$ cat src/rtl/mem_stage_lsu_if.sv
// Bundle between the LSU, the execute stage, writeback and the cache core.
// Handshakes: a request is taken on a rising edge where in_valid and in_ready are
// both high; req_* stay stable while req_cyc is high until req_ack is seen; every
// resp_cyc pulse is answered by a single-cycle resp_ack on the following cycle;
// out_valid holds with the result fields stable while wb_stall is high.
interface mem_stage_lsu_if #(
  parameter int DATA_W = 64,
  parameter int ADDR_W = 64,
  parameter int TAG_W  = 8
);
  // execute side
  logic                  in_valid;
  logic                  in_ready;
  logic                  in_write;
  logic [1:0]            in_size;
  logic                  in_signed;
  logic [ADDR_W-1:0]     in_addr;
  logic [DATA_W-1:0]     in_wdata;
  logic [TAG_W-1:0]      in_tag;
  // writeback side
  logic                  wb_stall;
  logic                  out_valid;
  logic [DATA_W-1:0]     out_rdata;
  logic [TAG_W-1:0]      out_tag;
  logic [1:0]            out_fault;
  logic                  stall_out;
  // cache-core side
  logic                  req_cyc;
  logic [ADDR_W-1:0]     req_addr;
  logic                  req_write;
  logic [DATA_W-1:0]     req_wdata;
  logic [DATA_W/8-1:0]   req_be;
  logic [TAG_W-1:0]      req_tag;
  logic                  req_ack;
  logic                  resp_cyc;
  logic [DATA_W-1:0]     resp_data;
  logic                  resp_ack;
  // FSM state for observation: 0 IDLE, 1 REQ, 2 RESP, 3 DONE
  logic [1:0]            dbg_state;

  // LSU side
  modport master (
    input  in_valid, in_write, in_size, in_signed, in_addr, in_wdata, in_tag,
    input  wb_stall, req_ack, resp_cyc, resp_data,
    output in_ready, out_valid, out_rdata, out_tag, out_fault, stall_out,
    output req_cyc, req_addr, req_write, req_wdata, req_be, req_tag, resp_ack,
    output dbg_state
  );

  // environment side (execute, writeback, cache core)
  modport slave (
    output in_valid, in_write, in_size, in_signed, in_addr, in_wdata, in_tag,
    output wb_stall, req_ack, resp_cyc, resp_data,
    input  in_ready, out_valid, out_rdata, out_tag, out_fault, stall_out,
    input  req_cyc, req_addr, req_write, req_wdata, req_be, req_tag, resp_ack,
    input  dbg_state
  );
endinterface

$ cat src/rtl/mem_stage_lsu.sv
// Load/store unit for the memory stage: one transaction in flight, byte-lane
// placement for stores, extraction plus sign/zero extension for loads,
// alignment faults and a bus response timeout.
module mem_stage_lsu #(
  parameter int DATA_W      = 64,
  parameter int ADDR_W      = 64,
  parameter int TAG_W       = 8,
  parameter int ALIGN_CHECK = 1,
  parameter int TIMEOUT     = 1024
) (
  input  logic         clk,
  input  logic         reset_n,
  mem_stage_lsu_if.master bus
);
  localparam int NB    = DATA_W / 8;
  localparam int OFF_W = (NB > 1) ? $clog2(NB) : 1;
  localparam int IDX_W = $clog2(DATA_W);

  typedef enum logic [1:0] {S_IDLE = 2'd0, S_REQ = 2'd1, S_RESP = 2'd2, S_DONE = 2'd3} state_t;

  state_t              state, state_nx;
  logic [1:0]          lat_size;
  logic                lat_signed;
  logic [OFF_W-1:0]    lat_off;
  logic [31:0]         tmo_cnt;
  logic                req_write_q;
  logic [ADDR_W-1:0]   req_addr_q;
  logic [DATA_W-1:0]   req_wdata_q;
  logic [NB-1:0]       req_be_q;
  logic [TAG_W-1:0]    req_tag_q;
  logic                resp_ack_q;
  logic [DATA_W-1:0]   out_rdata_q;
  logic [TAG_W-1:0]    out_tag_q;
  logic [1:0]          out_fault_q;

  logic                accept, in_fault, capture, tmo_hit, tmo_fire, busy;
  int                  nbytes_in, nbits_lat;
  logic [OFF_W-1:0]    in_off;
  logic [NB-1:0]       be_base;
  logic [DATA_W-1:0]   shifted, load_val;
  logic [IDX_W-1:0]    msb_idx;
  logic                sign_bit;

  assign busy     = (state == S_REQ) || (state == S_RESP);
  assign accept   = bus.in_valid && (state == S_IDLE);
  assign capture  = bus.resp_cyc && (((state == S_REQ) && bus.req_ack) || (state == S_RESP));
  assign tmo_hit  = (TIMEOUT != 0) && (tmo_cnt == 32'(TIMEOUT - 1));
  assign tmo_fire = busy && tmo_hit && !capture;

  // Request decode: size check, alignment check and byte-lane placement.
  always_comb begin
    nbytes_in = 32'd1 << bus.in_size;
    in_off    = OFF_W'(bus.in_addr % ADDR_W'(NB));
    in_fault  = (nbytes_in > NB) ||
                ((ALIGN_CHECK != 0) && ((bus.in_addr & ADDR_W'(nbytes_in - 1)) != '0));
    be_base   = '0;
    for (int i = 0; i < NB; i++) be_base[i] = (i < nbytes_in);
  end

  // Load extraction: move the addressed bytes down, then extend above the access width.
  always_comb begin
    nbits_lat = 32'd8 << lat_size;
    msb_idx   = (nbits_lat > DATA_W) ? IDX_W'(DATA_W - 1) : IDX_W'(nbits_lat - 1);
    shifted   = bus.resp_data >> {lat_off, 3'b000};
    sign_bit  = lat_signed && shifted[msb_idx];
    load_val  = '0;
    for (int i = 0; i < DATA_W; i++) load_val[i] = (i < nbits_lat) ? shifted[i] : sign_bit;
  end

  // FSM state register.
  always_ff @(posedge clk or negedge reset_n) begin
    if (!reset_n) state <= S_IDLE;
    else          state <= state_nx;
  end

  // FSM next state; a completing response wins over a timeout in the same cycle.
  always_comb begin
    state_nx = state;
    case (state)
      S_IDLE: if (accept) state_nx = in_fault ? S_DONE : S_REQ;
      S_REQ: begin
        if (bus.req_ack && bus.resp_cyc) state_nx = S_DONE;
        else if (tmo_hit)                state_nx = S_DONE;
        else if (bus.req_ack)            state_nx = S_RESP;
      end
      S_RESP: if (bus.resp_cyc || tmo_hit) state_nx = S_DONE;
      S_DONE: if (!bus.wb_stall) state_nx = S_IDLE;
      default: state_nx = S_IDLE;
    endcase
  end

  // Datapath: latch request, count busy cycles, capture result or fault.
  always_ff @(posedge clk or negedge reset_n) begin
    if (!reset_n) begin
      lat_size    <= '0;
      lat_signed  <= 1'b0;
      lat_off     <= '0;
      tmo_cnt     <= '0;
      req_write_q <= 1'b0;
      req_addr_q  <= '0;
      req_wdata_q <= '0;
      req_be_q    <= '0;
      req_tag_q   <= '0;
      resp_ack_q  <= 1'b0;
      out_rdata_q <= '0;
      out_tag_q   <= '0;
      out_fault_q <= 2'd0;
    end else begin
      // stray responses outside REQ/RESP are acknowledged and dropped
      resp_ack_q <= bus.resp_cyc && (capture || (state == S_IDLE) || (state == S_DONE));
      if (busy && (TIMEOUT != 0)) tmo_cnt <= tmo_cnt + 32'd1;
      if (accept) begin
        tmo_cnt    <= '0;
        lat_size   <= bus.in_size;
        lat_signed <= bus.in_signed;
        lat_off    <= in_off;
        if (in_fault) begin
          out_rdata_q <= '0;
          out_tag_q   <= bus.in_tag;
          out_fault_q <= 2'd1;
        end else begin
          req_write_q <= bus.in_write;
          req_addr_q  <= bus.in_addr & ~ADDR_W'(NB - 1);
          req_wdata_q <= bus.in_write ? (bus.in_wdata << {in_off, 3'b000}) : '0;
          req_be_q    <= be_base << in_off;
          req_tag_q   <= bus.in_tag;
        end
      end
      if (capture) begin
        out_rdata_q <= req_write_q ? '0 : load_val;
        out_tag_q   <= req_tag_q;
        out_fault_q <= 2'd0;
      end else if (tmo_fire) begin
        out_rdata_q <= '0;
        out_tag_q   <= req_tag_q;
        out_fault_q <= 2'd2;
      end
    end
  end

  assign bus.in_ready  = (state == S_IDLE);
  assign bus.stall_out = busy;
  assign bus.out_valid = (state == S_DONE);
  assign bus.out_rdata = out_rdata_q;
  assign bus.out_tag   = out_tag_q;
  assign bus.out_fault = out_fault_q;
  assign bus.req_cyc   = (state == S_REQ);
  assign bus.req_addr  = req_addr_q;
  assign bus.req_write = req_write_q;
  assign bus.req_wdata = req_wdata_q;
  assign bus.req_be    = req_be_q;
  assign bus.req_tag   = req_tag_q;
  assign bus.resp_ack  = resp_ack_q;
  assign bus.dbg_state = state;
endmodule
$ cat src/flat_wrapper.sv
// flat-port wrapper written by rule: the top's interface ports become plain ports
module mem_stage_lsu_flat 
#(
  parameter int DATA_W      = 64,
  parameter int ADDR_W      = 64,
  parameter int TAG_W       = 8,
  parameter int ALIGN_CHECK = 1,
  parameter int TIMEOUT     = 1024
)
  (clk, reset_n, bus_in_valid, bus_in_write, bus_in_size, bus_in_signed, bus_in_addr, bus_in_wdata, bus_in_tag, bus_wb_stall, bus_req_ack, bus_resp_cyc, bus_resp_data, bus_in_ready, bus_out_valid, bus_out_rdata, bus_out_tag, bus_out_fault, bus_stall_out, bus_req_cyc, bus_req_addr, bus_req_write, bus_req_wdata, bus_req_be, bus_req_tag, bus_resp_ack, bus_dbg_state);
  mem_stage_lsu_if #(.DATA_W(DATA_W), .ADDR_W(ADDR_W), .TAG_W(TAG_W)) bus_i ();
  input  logic clk;
  input  logic reset_n;
  input wire logic [$bits(bus_i.in_valid)-1:0] bus_in_valid;
  input wire logic [$bits(bus_i.in_write)-1:0] bus_in_write;
  input wire logic [$bits(bus_i.in_size)-1:0] bus_in_size;
  input wire logic [$bits(bus_i.in_signed)-1:0] bus_in_signed;
  input wire logic [$bits(bus_i.in_addr)-1:0] bus_in_addr;
  input wire logic [$bits(bus_i.in_wdata)-1:0] bus_in_wdata;
  input wire logic [$bits(bus_i.in_tag)-1:0] bus_in_tag;
  input wire logic [$bits(bus_i.wb_stall)-1:0] bus_wb_stall;
  input wire logic [$bits(bus_i.req_ack)-1:0] bus_req_ack;
  input wire logic [$bits(bus_i.resp_cyc)-1:0] bus_resp_cyc;
  input wire logic [$bits(bus_i.resp_data)-1:0] bus_resp_data;
  output wire logic [$bits(bus_i.in_ready)-1:0] bus_in_ready;
  output wire logic [$bits(bus_i.out_valid)-1:0] bus_out_valid;
  output wire logic [$bits(bus_i.out_rdata)-1:0] bus_out_rdata;
  output wire logic [$bits(bus_i.out_tag)-1:0] bus_out_tag;
  output wire logic [$bits(bus_i.out_fault)-1:0] bus_out_fault;
  output wire logic [$bits(bus_i.stall_out)-1:0] bus_stall_out;
  output wire logic [$bits(bus_i.req_cyc)-1:0] bus_req_cyc;
  output wire logic [$bits(bus_i.req_addr)-1:0] bus_req_addr;
  output wire logic [$bits(bus_i.req_write)-1:0] bus_req_write;
  output wire logic [$bits(bus_i.req_wdata)-1:0] bus_req_wdata;
  output wire logic [$bits(bus_i.req_be)-1:0] bus_req_be;
  output wire logic [$bits(bus_i.req_tag)-1:0] bus_req_tag;
  output wire logic [$bits(bus_i.resp_ack)-1:0] bus_resp_ack;
  output wire logic [$bits(bus_i.dbg_state)-1:0] bus_dbg_state;
  assign bus_i.in_valid = bus_in_valid;
  assign bus_i.in_write = bus_in_write;
  assign bus_i.in_size = bus_in_size;
  assign bus_i.in_signed = bus_in_signed;
  assign bus_i.in_addr = bus_in_addr;
  assign bus_i.in_wdata = bus_in_wdata;
  assign bus_i.in_tag = bus_in_tag;
  assign bus_i.wb_stall = bus_wb_stall;
  assign bus_i.req_ack = bus_req_ack;
  assign bus_i.resp_cyc = bus_resp_cyc;
  assign bus_i.resp_data = bus_resp_data;
  assign bus_in_ready = bus_i.in_ready;
  assign bus_out_valid = bus_i.out_valid;
  assign bus_out_rdata = bus_i.out_rdata;
  assign bus_out_tag = bus_i.out_tag;
  assign bus_out_fault = bus_i.out_fault;
  assign bus_stall_out = bus_i.stall_out;
  assign bus_req_cyc = bus_i.req_cyc;
  assign bus_req_addr = bus_i.req_addr;
  assign bus_req_write = bus_i.req_write;
  assign bus_req_wdata = bus_i.req_wdata;
  assign bus_req_be = bus_i.req_be;
  assign bus_req_tag = bus_i.req_tag;
  assign bus_resp_ack = bus_i.resp_ack;
  assign bus_dbg_state = bus_i.dbg_state;
  mem_stage_lsu #(.DATA_W(DATA_W), .ADDR_W(ADDR_W), .TAG_W(TAG_W), .ALIGN_CHECK(ALIGN_CHECK), .TIMEOUT(TIMEOUT)) u_core (.clk(clk), .reset_n(reset_n), .bus(bus_i));
endmodule
$ cat config.mk
export PLATFORM = sky130hd
export DESIGN_NAME = mem_stage_lsu_flat
export DESIGN_NICKNAME = d
export VERILOG_FILES = /design/src/rtl/mem_stage_lsu_if.sv /design/src/rtl/mem_stage_lsu.sv /design/src/flat_wrapper.sv
export SDC_FILE = /design/constraint.sdc
export NUM_CORES = 1
export LEC_CHECK = 0
export CORE_AREA = 2 2 174 176
export DETAILED_ROUTE_END_ITERATION = 12
export DIE_AREA = 0 0 176 178
export PLACE_DENSITY_LB_ADDON = 0.12
export SLEW_MARGIN = 20
export SYNTH_ARGS = -nofsm -noshare
export SYNTH_HDL_FRONTEND = slang
export SYNTH_SLANG_ARGS = --single-unit
$ cat constraint.sdc
create_clock -name clk -period 3.25 [get_ports clk]
set_input_delay 0.65 -clock clk [delete_from_list [all_inputs] [get_ports clk]]
set_output_delay 0.65 -clock clk [all_outputs]
set_load 0.05 [all_outputs]
## After elaboration in Yosys (flattened, before gate mapping)

Index checks and enable logic that the tools add are counted.

| storage, ports and cells | value |
|---|---|
| register bits | 257 |
| output and inout port bits | 226 |

| operators by class | value |
|---|---|
| bitwise logic cells | 2 |
| shift-type cells | 5 |
| $add $sub $neg | 3 |
| reduce and logical (&&, ||, !) cells | 23 |
| equal/unequal tests | 8 |
| multiplexer cells | 91 |
| $lt $le $gt $ge | 75 |

Operators with widths:

| kind | number |
|---|---|
| 7-bit by 32-bit < comparator with 1-bit output, first input constant | 32 |
| 6-bit by 32-bit < comparator with 1-bit output, first input constant | 16 |
| 64-bit 2-to-1 mux | 6 |
| 4-bit by 32-bit < comparator with 1-bit output, first input constant | 8 |
| 5-bit by 32-bit < comparator with 1-bit output, first input constant | 8 |
| 3-bit by 32-bit < comparator with 1-bit output, first input constant | 4 |
| 1-bit 2-to-1 mux | 65 |
| 64-bit bitwise AND | 1 |
| 1-bit by 32-bit < comparator with 1-bit output, first input constant | 2 |
| 2-bit by 32-bit < comparator with 1-bit output, first input constant | 2 |
| 32-bit 2-to-1 mux | 2 |
| 64-bit nonzero test | 1 |
| 64-bit by 6-bit << shifter with 64-bit output | 1 |
| 64-bit by 6-bit right shift with 64-bit output | 1 |
| 32-bit by 2-bit subtractor with 33-bit output, second input constant | 1 |
| 32-bit by 1-bit adder with 32-bit output, second input constant | 1 |
| 32-bit by 10-bit == test with 1-bit output, second input constant | 1 |
| 32-bit by 5-bit greater-than comparator with 1-bit output, second input constant | 1 |
| 32-bit by 8-bit greater-than comparator with 1-bit output, second input constant | 1 |
| 8-bit 2-to-1 mux | 4 |
| 1-bit by 2-bit << shifter with 32-bit output, first input constant | 1 |
| 4-bit by 2-bit << shifter with 32-bit output, first input constant | 1 |
| 2-bit 2-to-1 mux | 11 |
| 1-bit logical AND | 8 |
| other kinds (19) | 28 |

## Logic depth before layout (Yosys ltp)

Gate-level depths: netlist of run 1.

| depth | value |
|---|---|
| depth in word-level cells | 9 |
| gate-level depth with buffers | 12 |
| gate-level depth less buffers | 9 |

## Worst setup path after synthesis of run 1

No wires, ideal clock.

| timing path | value |
|---|---|
| path type | register to register |
| start point | register u_core.state[0], in the netlist u_core.bus.dbg_state[0] |
| end point | register u_core.out_rdata_q[48], in the netlist u_core.bus.out_rdata[48] |
| data arrival time | 3188 ps |
| stages on the path, launching flop included | 9 |
| path buffers | 2 |
| clock period less this slack | 3314 ps |
| path slack | -64 ps |
| cells stage by stage | dfrtp_1 -> inv_1 -> ha_1 -> buf_2 -> nand4_1 -> o41ai_4 -> nor2_2 -> clkbuf_1 -> a221o_1 |

| between the ends | value |
|---|---|
| elaborated cells on any way between the ends | 16 |
| those cells by class | 2 x eq/ne; 2 x mux; 12 x reduce/logical |

RTL lines:

| element | RTL line | text |
|---|---|---|
| start, declared | mem_stage_lsu.sv:21 | `state_t state, state_nx;` |
| start signal, assigned | mem_stage_lsu.sv:73 | `else state <= state_nx;` |
| 2-bit by 1-bit == test with 1-bit output or 2-bit == test (tied branches) | mem_stage_lsu.sv:44 | `assign busy = (state == S_REQ) \|\| (state == S_RESP);` |
| 1-bit logical OR * | mem_stage_lsu.sv:44 |  |
| named net bus_stall_out | flat_wrapper.sv:30 | `output wire logic [$bits(bus_i.stall_out)-1:0] bus_stall_out;` |
| 1-bit logical AND * (2 in series) | mem_stage_lsu.sv:48 | `assign tmo_fire = busy && tmo_hit && !capture;` |
| 3-bit nonzero test (no line) or 64-bit 2-to-1 mux (tied branches) | -- |  |
| 2-bit AND reduction (no line) or 64-bit 2-to-1 mux (tied branches) | -- |  |
| end signal, assigned | mem_stage_lsu.sv:130 | `out_rdata_q <= req_write_q ? '0 : load_val;` |
| end, declared | mem_stage_lsu.sv:32 | `logic [DATA_W-1:0] out_rdata_q;` |

Mark *: on every way through the listed nets, which the timed path passes. The rest lies on a longest branch.
A chain may end at the register's enable or synchronous reset.

## Final worst setup path of run 1

| timing path | value |
|---|---|
| start point | register u_core.state[0], in the netlist u_core.bus.dbg_state[0] |
| end point | output bus_stall_out |

| between the ends | value |
|---|---|
| cells in the longest elaborated chain, start to end | 2 |
| elaborated cells on any way between the ends | 3 |
| those cells by class | 2 x eq/ne; 1 x reduce/logical |

RTL lines:

| element | RTL line |
|---|---|
| 2-bit by 1-bit == test with 1-bit output or 2-bit == test (tied branches) | mem_stage_lsu.sv:44 |
| 1-bit logical OR * | mem_stage_lsu.sv:44 |
| end, declared | flat_wrapper.sv:30 |

Mark *: on every way between the ends. The rest lies on a longest branch, timed or not.

==> run summary, run 1 <==
dpl ws -> 0.0680 ns
Clock Power Share -> 0.173
Setup WS post-layout -> 0.218 ns
H-tree levels -> 1
f_max -> 0.330 GHz
vias in the first global route -> 12623
post-synth top area share -> 0.468
core area -> 29400 um2
die area -> 31300 um2
Setup crit end kind -> output pin
number of port buffers -> 432
Clock Skew -> 0.0147 ns
via count -> 12659
Synth Cell Area -> 13700 um2
final period utilization -> 0.933
most frequent cell after synthesis -> nand2_1
Post-synth ARST share -> 1.00
worst-margin pin slew -> 0.869 ns
TritonCTS buffer count -> 29
max-cap violations -> 0
CP max FO -> 9
Antenna Nets Post-Route -> 0
CP cell instances -> inv_1, ha_2, clkdlybuf4s50_1
root buf cell -> clkbuf_16
Global Route Usage Sum -> 0.286
WP data required -> 2.60 ns
Initial Util -> 0.467
Fin. Hold Viols -> 0
Setup Crit Path Kind -> reg -> out
CP top delay family -> buffers and inverters
number of setup buffers added after CTS -> 0
pin count of the biggest net entering global routing -> 92
setup TNS -> 0 ns
Switching Fraction -> 0.477
setup violators final -> 0
flops & latches, synth -> 257
wire per inst -> 20.1 um
layout cells sized above 1 -> 0.0910
Starting DRT DRC Count -> 1060
post-cts hold buffer count -> 0
CTS clk-pin slew, worst paths -> 0.06 ns
top_reg_cell synth -> dfrtp_1
Worst slew margin -> 0.416
clock sink count -> 257
leak pwr -> 8.83 nW
Int Pwr -> 0.00995 W
I/O Pins -> 436
# nets final -> 2088
Post-CTS Resized -> 0
Vias/cell -> 5.55
Mapped Cells -> 1471
outcome -> complete, no violations
P per Cell Area -> 974 nW/um2
clk_lat worst skew -> 0.55 ns
EDFF count, synth -> 0
Synth area leaders -> dfrtp_1, nand2_1, mux2i_1
Layout area overhead -> 42.1%
Synth Warn # -> 0
synth unique cells -> 66
DRT Pass-1 Iters -> 7
Buf+Inv Stages, Crit Path -> 2
Longest Clk Path Bufs -> 3
RSZ-0062 raised after global routing -> false
Seq pwr share -> 0.271
Die Wd -> 176 um
CTS tree -> built
combinational power share -> 0.555
Synth top cells by count -> nand2_1, dfrtp_1, mux2i_1, o21ai_0, nor2_1
area of placed instances -> 18600 um2
CP max stage cell -> clkdlybuf4s50_1
WP data arrival -> 2.38 ns
worst min path class -> in -> async
DPL Wire Length -> 34100 um
antenna violations before repair -> 3
CP startpoint kind -> register
GRT Residual Overflow -> 0
die height -> 178 um
DRC viols -> 0
Slew Limit Fails -> 0
mean post-synth cell area -> 9.34 um2
Cell Rows -> 63
total wire length -> 46000 um
final instance area -> 19500 um2
Placer Congestion -> 0.957
register area share after synthesis -> 0.468
cell taking the most area after synthesis -> dfrtp_1
first-pass GRT wire length -> 70400 um
CP max stage delay -> 0.87 ns
Final min period -> 3.03 ns
worst vdd ir -> 0.000770 V
Net Switching -> 0.00907 W
power groups by stage:
stage	Clock [W]	Sequential (W)	Combinational (W)
5_1_grt	0.00349	0.00529	0.0111
2_1_floorplan	0	0.00871	0.00321
6_report	0.00330	0.00516	0.0106
3_5_place_dp	0	0.00517	0.0105
4_1_cts	0.00338	0.00516	0.0106
3_3_place_gp	0	0.00516	0.0104
area by class of cell:
class / count / area (um2)
Clock inverter: 4 / 52.6
Tap cell: 390 / 488
Inverter: 26 / 97.6
Sequential cell: 257 / 6430
Antenna cell: 2 / 5.00
Fill cell: 2363 / 9880
Multi-Input combinational cell: 1078 / 6740
Clock buffer: 46 / 910
Timing Repair Buffer: 479 / 4790
metrics by stage:
| step | util | hold slack (ns) | cells | total power, W |
|---|---|---|---|---|
| final | 0.664 | 0.0970 | 2282 | 0.0190 |
| after global routing | 0.664 | 0.155 | 2282 | 0.0199 |
| after CTS | 0.664 | 0.130 | 2280 | 0.0191 |
| after detailed placement | 0.631 | 0.461 | 2230 | 0.0157 |
| after global placement | 0.631 | 0.452 | 2230 | 0.0156 |
| after floorplan | - | 0.354 | 1473 | 0.0119 |
final timing paths:
kind                            cells after the start  slack (ns)                      from                       end
worst max register to register                      8        0.47        u_core.lat_size[1]  u_core.bus.out_rdata[46]
worst max-delay path                                3        0.22   u_core.bus.dbg_state[0]             bus_stall_out
worst min-delay path                                1         0.1                   reset_n        u_core.tmo_cnt[13]
min in group clk                                    2        0.47  u_core.bus.req_wdata[49]  u_core.bus.req_wdata[49]
worst min register to register                      2        0.47  u_core.bus.req_wdata[49]  u_core.bus.req_wdata[49]
max in group asynchronous                           2        2.29                   reset_n  u_core.bus.req_wdata[49]
registers in the layout (all words and copies together), names as in the netlist:
signal	cells
u_core.bus.dbg_state	2
u_core.bus.out_fault	2
u_core.bus.out_rdata	64
u_core.bus.out_tag	8
u_core.bus.req_addr	61
u_core.bus.req_be	8
u_core.bus.req_tag	8
u_core.bus.req_wdata	64
u_core.bus.req_write	1
u_core.bus.resp_ack	1
u_core.lat_off	3
u_core.lat_signed	1
u_core.lat_size	2
u_core.tmo_cnt	32
placed cells by master, fill, tap and decap left out, types with 32 or more instances in the layout:
cell and instances:
buf_4 38, nand2_1 410, nor2_1 71, a221o_1 32, mux2i_1 101, dfrtp_1 254
clkdlybuf4s50_1 428, mux2_2 38, nand3_1 49, o21ai_0 92
worst reg2reg max path, cell delays in order, from the launching register on:
cell and delay (ns):
dfrtp_1 0.47, or2_1 0.34, ha_1 0.37, and2_1 0.18, a22o_1 0.27, a211oi_4 0.32, a31oi_2 0.13, buf_4 0.26
a221o_1 0.33
cells by family after synthesis:
logic type      Yosys count  share of synthesized area
simple gates            607                      0.187
compound gates          274                      0.140
flops                   257                      0.468
mux                     160                      0.138
buf+inv                 138                     0.0433
xor+xnor                 27                     0.0172
fa+ha+maj                 7                    0.00638
other cells               1                   0.000273
routing by layer:
layer,vias up,global-route usage,share of wire
met5,-,0,0.00028
met4,2,0.107,0.039
met3,89,0.0637,0.081
met2,559,0.478,0.49
met1,6092,0.366,0.39
li1,5917,-,-
Power figures use the tool's default switching activity.
==> run 2: changes to the inputs <==
Settings changed: SETUP_SLACK_MARGIN set to 0.5.
==> run 2 against run 1 <==
Wire length rose by 0.45%; power fell by 0.93%; worst setup slack improved by 0.42 ns; utilization fell by 0.48 points; sequential power barely moved; cell count fell by 0.35%; worst hold slack improved by 0.011 ns; largest power group unchanged; critical path type is now reg -> reg; clock-buffer cell count fell by 3; fmax rose by 16%; largest cell class unchanged.
==> run summary, run 2 (synthesized netlist as in run 1, its figures left out) <==
outcome -> complete, no violations
number of port buffers -> 432
grt met1 use -> 0.372
Clock Skew -> 0.0170 ns
wire per inst -> 20.3 um
reg2reg start -> u_core.lat_off[2]
CP startpoint kind -> register
dpl ws -> 0.0180 ns
antenna violations before repair -> 2
Initial Util -> 0.467
Setup WS post-layout -> 0.634 ns
f_max -> 0.382 GHz
total wire length -> 46200 um
Most Used Layer, Global Route -> met2
Setup crit end kind -> register
CTS clk-pin slew, worst paths -> 0.06 ns
Placer Congestion -> 0.908
WP data arrival -> 3.10 ns
worst min path class -> in -> async
CP max stage cell -> nor4_2
Core Util, Final -> 0.659
GRT Residual Overflow -> 0
M2 GR Usage -> 0.486
Starting DRT DRC Count -> 1057
Cell Count, Final, Fillers Out -> 2274
DP Cell Count -> 2221
first-pass GRT wire length -> 70700 um
CP top delay family -> simple AND/OR/NAND/NOR gates
die area -> 31300 um2
DPL Wire Length -> 34100 um
most common cell after layout, fill and taps aside -> clkdlybuf4s50_1
CP max FO -> 34
pin count of the biggest net entering global routing -> 80
vias in the first global route -> 12524
CP cell instances -> buf_4, and2_1, o2bb2ai_1, o2bb2ai_1, a211oi_4, nor4_2, a211o_1
RSZ-0062 raised after global routing -> false
post-cts hold buffer count -> 0
worst vdd ir -> 0.000811 V
setup violators final -> 0
die height -> 178 um
root buf cell -> clkbuf_16
Slew Limit Fails -> 0
register area -> 6440 um2
area of placed instances -> 18500 um2
Antenna Nets Post-Route -> 0
CTS tree -> built
CP startpoint -> u_core.lat_off[2]
Top cell by count, worst path -> o2bb2ai_1
commonest cells after routing, fill and taps aside -> clkdlybuf4s50_1, nand2_1, dfrtp_1, mux2i_1, o21ai_0
Multi-input gate area -> 6770 um2
clock sink count -> 257
# nets final -> 2080
Vias/cell -> 5.60
via count -> 12739
clk_lat worst skew -> 0.55 ns
I/O Pins -> 436
Die Wd -> 176 um
final period utilization -> 0.805
Global Route Usage Sum -> 0.288
WP data required -> 3.74 ns
fillers -> 2345
layout cells sized above 1 -> 0.0898
leak pwr -> 8.74 nW
DRT Pass-1 Iters -> 6
setup TNS -> 0 ns
Final min period -> 2.62 ns
Longest Clk Path Bufs -> 3
worst-margin pin slew -> 0.933 ns
core area -> 29400 um2
TritonCTS buffer count -> 29
H-tree levels -> 1
Setup Crit Path Kind -> reg -> reg
max-cap violations -> 0
final instance area -> 19400 um2
GR Util met3 -> 0.0614
Cell Rows -> 63
CP max stage delay -> 0.78 ns
Layout area overhead -> 41.1%
P per Cell Area -> 972 nW/um2
DRC viols -> 0
Reg2Reg Setup Slack -> 0.63 ns
Worst slew margin -> 0.373
Buf+Inv Stages, Crit Path -> 1
Fin. Hold Viols -> 0
==> run 2: cell types whose count changed in the layout (fill, tap and decap cells not counted), sizes merged <==
cell / delta
inv: -1
clkinv: +5
clkbuf: -3
diode: -1
dlygate4sd2: +3
clkdlybuf4s50: -3
buf: -8
==> run 2: routing by layer <==
metal,part of all wire,vias to the layer above
met1,0.40,6169
met4,0.030,2
met3,0.084,75
met5,0.00035,-
li1,-,5914
met2,0.49,579
==> run 2: path summary, 6_finish.rpt <==
| check | cells after the start | endpoint |
|---|---|---|
| worst max-delay path | 7 | u_core.bus.out_rdata[13] |
| worst min-delay path | 1 | u_core.tmo_cnt[14] |
| worst max register to register | 7 | u_core.bus.out_rdata[13] |
| worst min register to register | 2 | u_core.bus.req_wdata[35] |
| max in group asynchronous | 2 | u_core.bus.out_rdata[37] |
| min in group clk | 3 | u_core.lat_off[0] |
==> run 2: stage by stage <==
step           total power, W  hold WS (ns)
6_report               0.0189         0.108
5_1_grt                0.0197         0.148
4_1_cts                0.0189         0.118
3_5_place_dp           0.0157         0.462
3_3_place_gp           0.0156         0.453
2_1_floorplan          0.0120         0.354
==> run 2: what timing repair did <==
| action | in CTS | in global routing |
|---|---|---|
| endpoints found under the hold margin | 0 | 0 |
| setup buffers | 0 | 1 |
| setup endpoints to repair | 3 | 56 |
| resized for setup | 3 | 3 |
| pin swaps | 0 | 1 |
==> run 2: power breakdown <==
group          internal (W)  switching (W)  leakage, nW
Combinational       0.00362        0.00694         4.91
Clock               0.00183        0.00131        0.446
Sequential          0.00435       0.000809         3.39
==> run 2: cell type report <==
class	count	area share
repair buffers	471	0.242
diodes	1	0.000129
flip-flops and latches	257	0.332
well taps	390	0.0252
clock inverters	8	0.00355
inverters	26	0.00503
multi-input cells	1078	0.349
clock buffers	43	0.0427
==> run 2: worst register-to-register path, cell delays in order, from the launching register on <==
cell	delay (ns)
dfrtp_2	0.53
buf_4	0.45
and2_1	0.20
o2bb2ai_1	0.14
o2bb2ai_1	0.19
a211oi_4	0.08
nor4_2	0.78
a211o_1	0.20
==> variant: new RTL, settings of run 1 <==
`DATA_W` is set to 64 in 3 places; all go to 32.
--- a/src/rtl/mem_stage_lsu_if.sv
+++ b/src/rtl/mem_stage_lsu_if.sv
@@ -6,3 +6,3 @@
 interface mem_stage_lsu_if #(
-  parameter int DATA_W = 64,
+  parameter int DATA_W = 32,
   parameter int ADDR_W = 64,
--- a/src/rtl/mem_stage_lsu.sv
+++ b/src/rtl/mem_stage_lsu.sv
@@ -4,3 +4,3 @@
 module mem_stage_lsu #(
-  parameter int DATA_W      = 64,
+  parameter int DATA_W      = 32,
   parameter int ADDR_W      = 64,
--- a/src/flat_wrapper.sv
+++ b/src/flat_wrapper.sv
@@ -3,3 +3,3 @@
 #(
-  parameter int DATA_W      = 64,
+  parameter int DATA_W      = 32,
   parameter int ADDR_W      = 64,
Interface: changed (5 resized); port bits go from 436 to 304. The function was not compared with the original's and may differ.
==> variant against run 1 <==
Synthesized area fell by 37%. Critical endpoint is now u_core.bus.req_wdata[5]$_DFFE_PN0P_. Final cell count fell by 35%. Sequential cell count fell by 68. Setup slack improved by 0.13 ns. Cell area fell by 34%. Synthesized cell count fell by 48%. Routed wire length fell by 42%. Power fell by 30%. Largest power group unchanged.
==> variant: results (changes against run 1) <==
wl_met1_um: 11750  # -35%
cts-resized-gates: 0  # unchanged
worst_slack_ns: 0.3528  # +0.1348 ns
post-dp-hpwl_um: 19710  # -42%
gp_congestion: 0.7801  # -18%
worst_ep_arrival_time_ns: 3.24  # +0.86 ns
r2r_start: "u_core.bus.dbg_state[0]$_DFFE_PN0P_"
status: "completed"
yosysSeqAreaShare_pct: 54.40  # +7.6 points
cts.clk_slew.worst_paths_ns: 0.08  # +0.02 ns
route.top_layer_used: "met4"
gr-usage-met3_pct: 6.330  # -0.043 points
synth_xor_area_share_pct: 3.022  # +1.3 points
grt_pass1_wl_um: 41450  # -41%
numCtsBuffers: 17  # -41%
diodes: 0  # -2
cts_buffer_depth: 2  # -1
dr_wl_met3_um: 2405  # -36%
pre_cts_ws_ns: -0.05494  # -0.1230 ns
track_usage_pct: 17.09  # -12 points
p_leak_nw: 5.520  # -37%
critPathCapture: "u_core.bus.req_wdata[5]$_DFFE_PN0P_"
firstDrtPassIters: 5  # -2
cpPeakStageDelay_ns: 0.71  # -0.16 ns
startpoint: "bus_in_addr[23]"
synth_area_leaders: "dfrtp_1, mux2_2, mux2i_1, o21ai_0, nor2_1"
syn_avg_cell_area_um2: 11.28  # +21%
critPathMaxFanout: 21  # +12
insertion_delay_ns: 0.44  # -0.11 ns
holdWs_ns: 0.2091  # +0.1122 ns
htree_levels: 4  # +3
slew-limit-headroom_pct: 46.31  # +4.7 points
portBuffers: 301  # -30%
synth_compound_gate_area_share_pct: 10.53  # -3.5 points
muxShareOfSynthArea_pct: 16.52  # +2.7 points
grt_util_met2_pct: 26.59  # -21 points
switching_power_w: 0.006386  # -30%
grt_pass1_vias: 7181  # -43%
dr_wl_met2_um: 12120  # -46%
cpMaxStageDelayCell: "nor4_1"
ys_types: 47  # -29%
dpl_cell_area_mm2: 0.01230  # -34%
routedWlPerCell_um: 18.03  # -10%
r2r_cells: 9  # +1
nNetsFinal: 1225  # -41%
drive_gt1_share_pct: 14.92  # +5.8 points
synth_fa_ha_area_share_pct: 0.8634  # +0.23 points
drt-vias-per-instance: 4.689  # -15%
-- variant: power by group through the flow --
stage / clock, W / sequential, W / combinational [W]
2_1_floorplan: 0 / 0.00671 / 0.00185
3_3_place_gp: 0 / 0.00389 / 0.00736
3_5_place_dp: 0 / 0.00388 / 0.00736
4_1_cts: 0.00229 / 0.00387 / 0.00738
5_1_grt: 0.00239 / 0.00398 / 0.00769
6_report: 0.00221 / 0.00384 / 0.00731
-- variant: cell type report --
cell class / instances / area [um^2]
multi-input cells: 492 / 3603
inverters: 38 / 142.6
repair buffers: 335 / 3334
clock inverters: 15 / 197.7
flip-flops and latches: 189 / 4730
well taps: 390 / 488.0
fillers: 2785 / 16480
clock buffers: 17 / 425.4
-- variant: cells by family (layout without fill, tap and decap cells) --
group | Yosys count | after routing
simple gates | 188 | 188
compound gates | 135 | 135
other cells | 1 | 2
mux | 131 | 131
buf+inv | 91 | 405
fa+ha+maj | 6 | 6
xor+xnor | 30 | 30
flops | 189 | 189
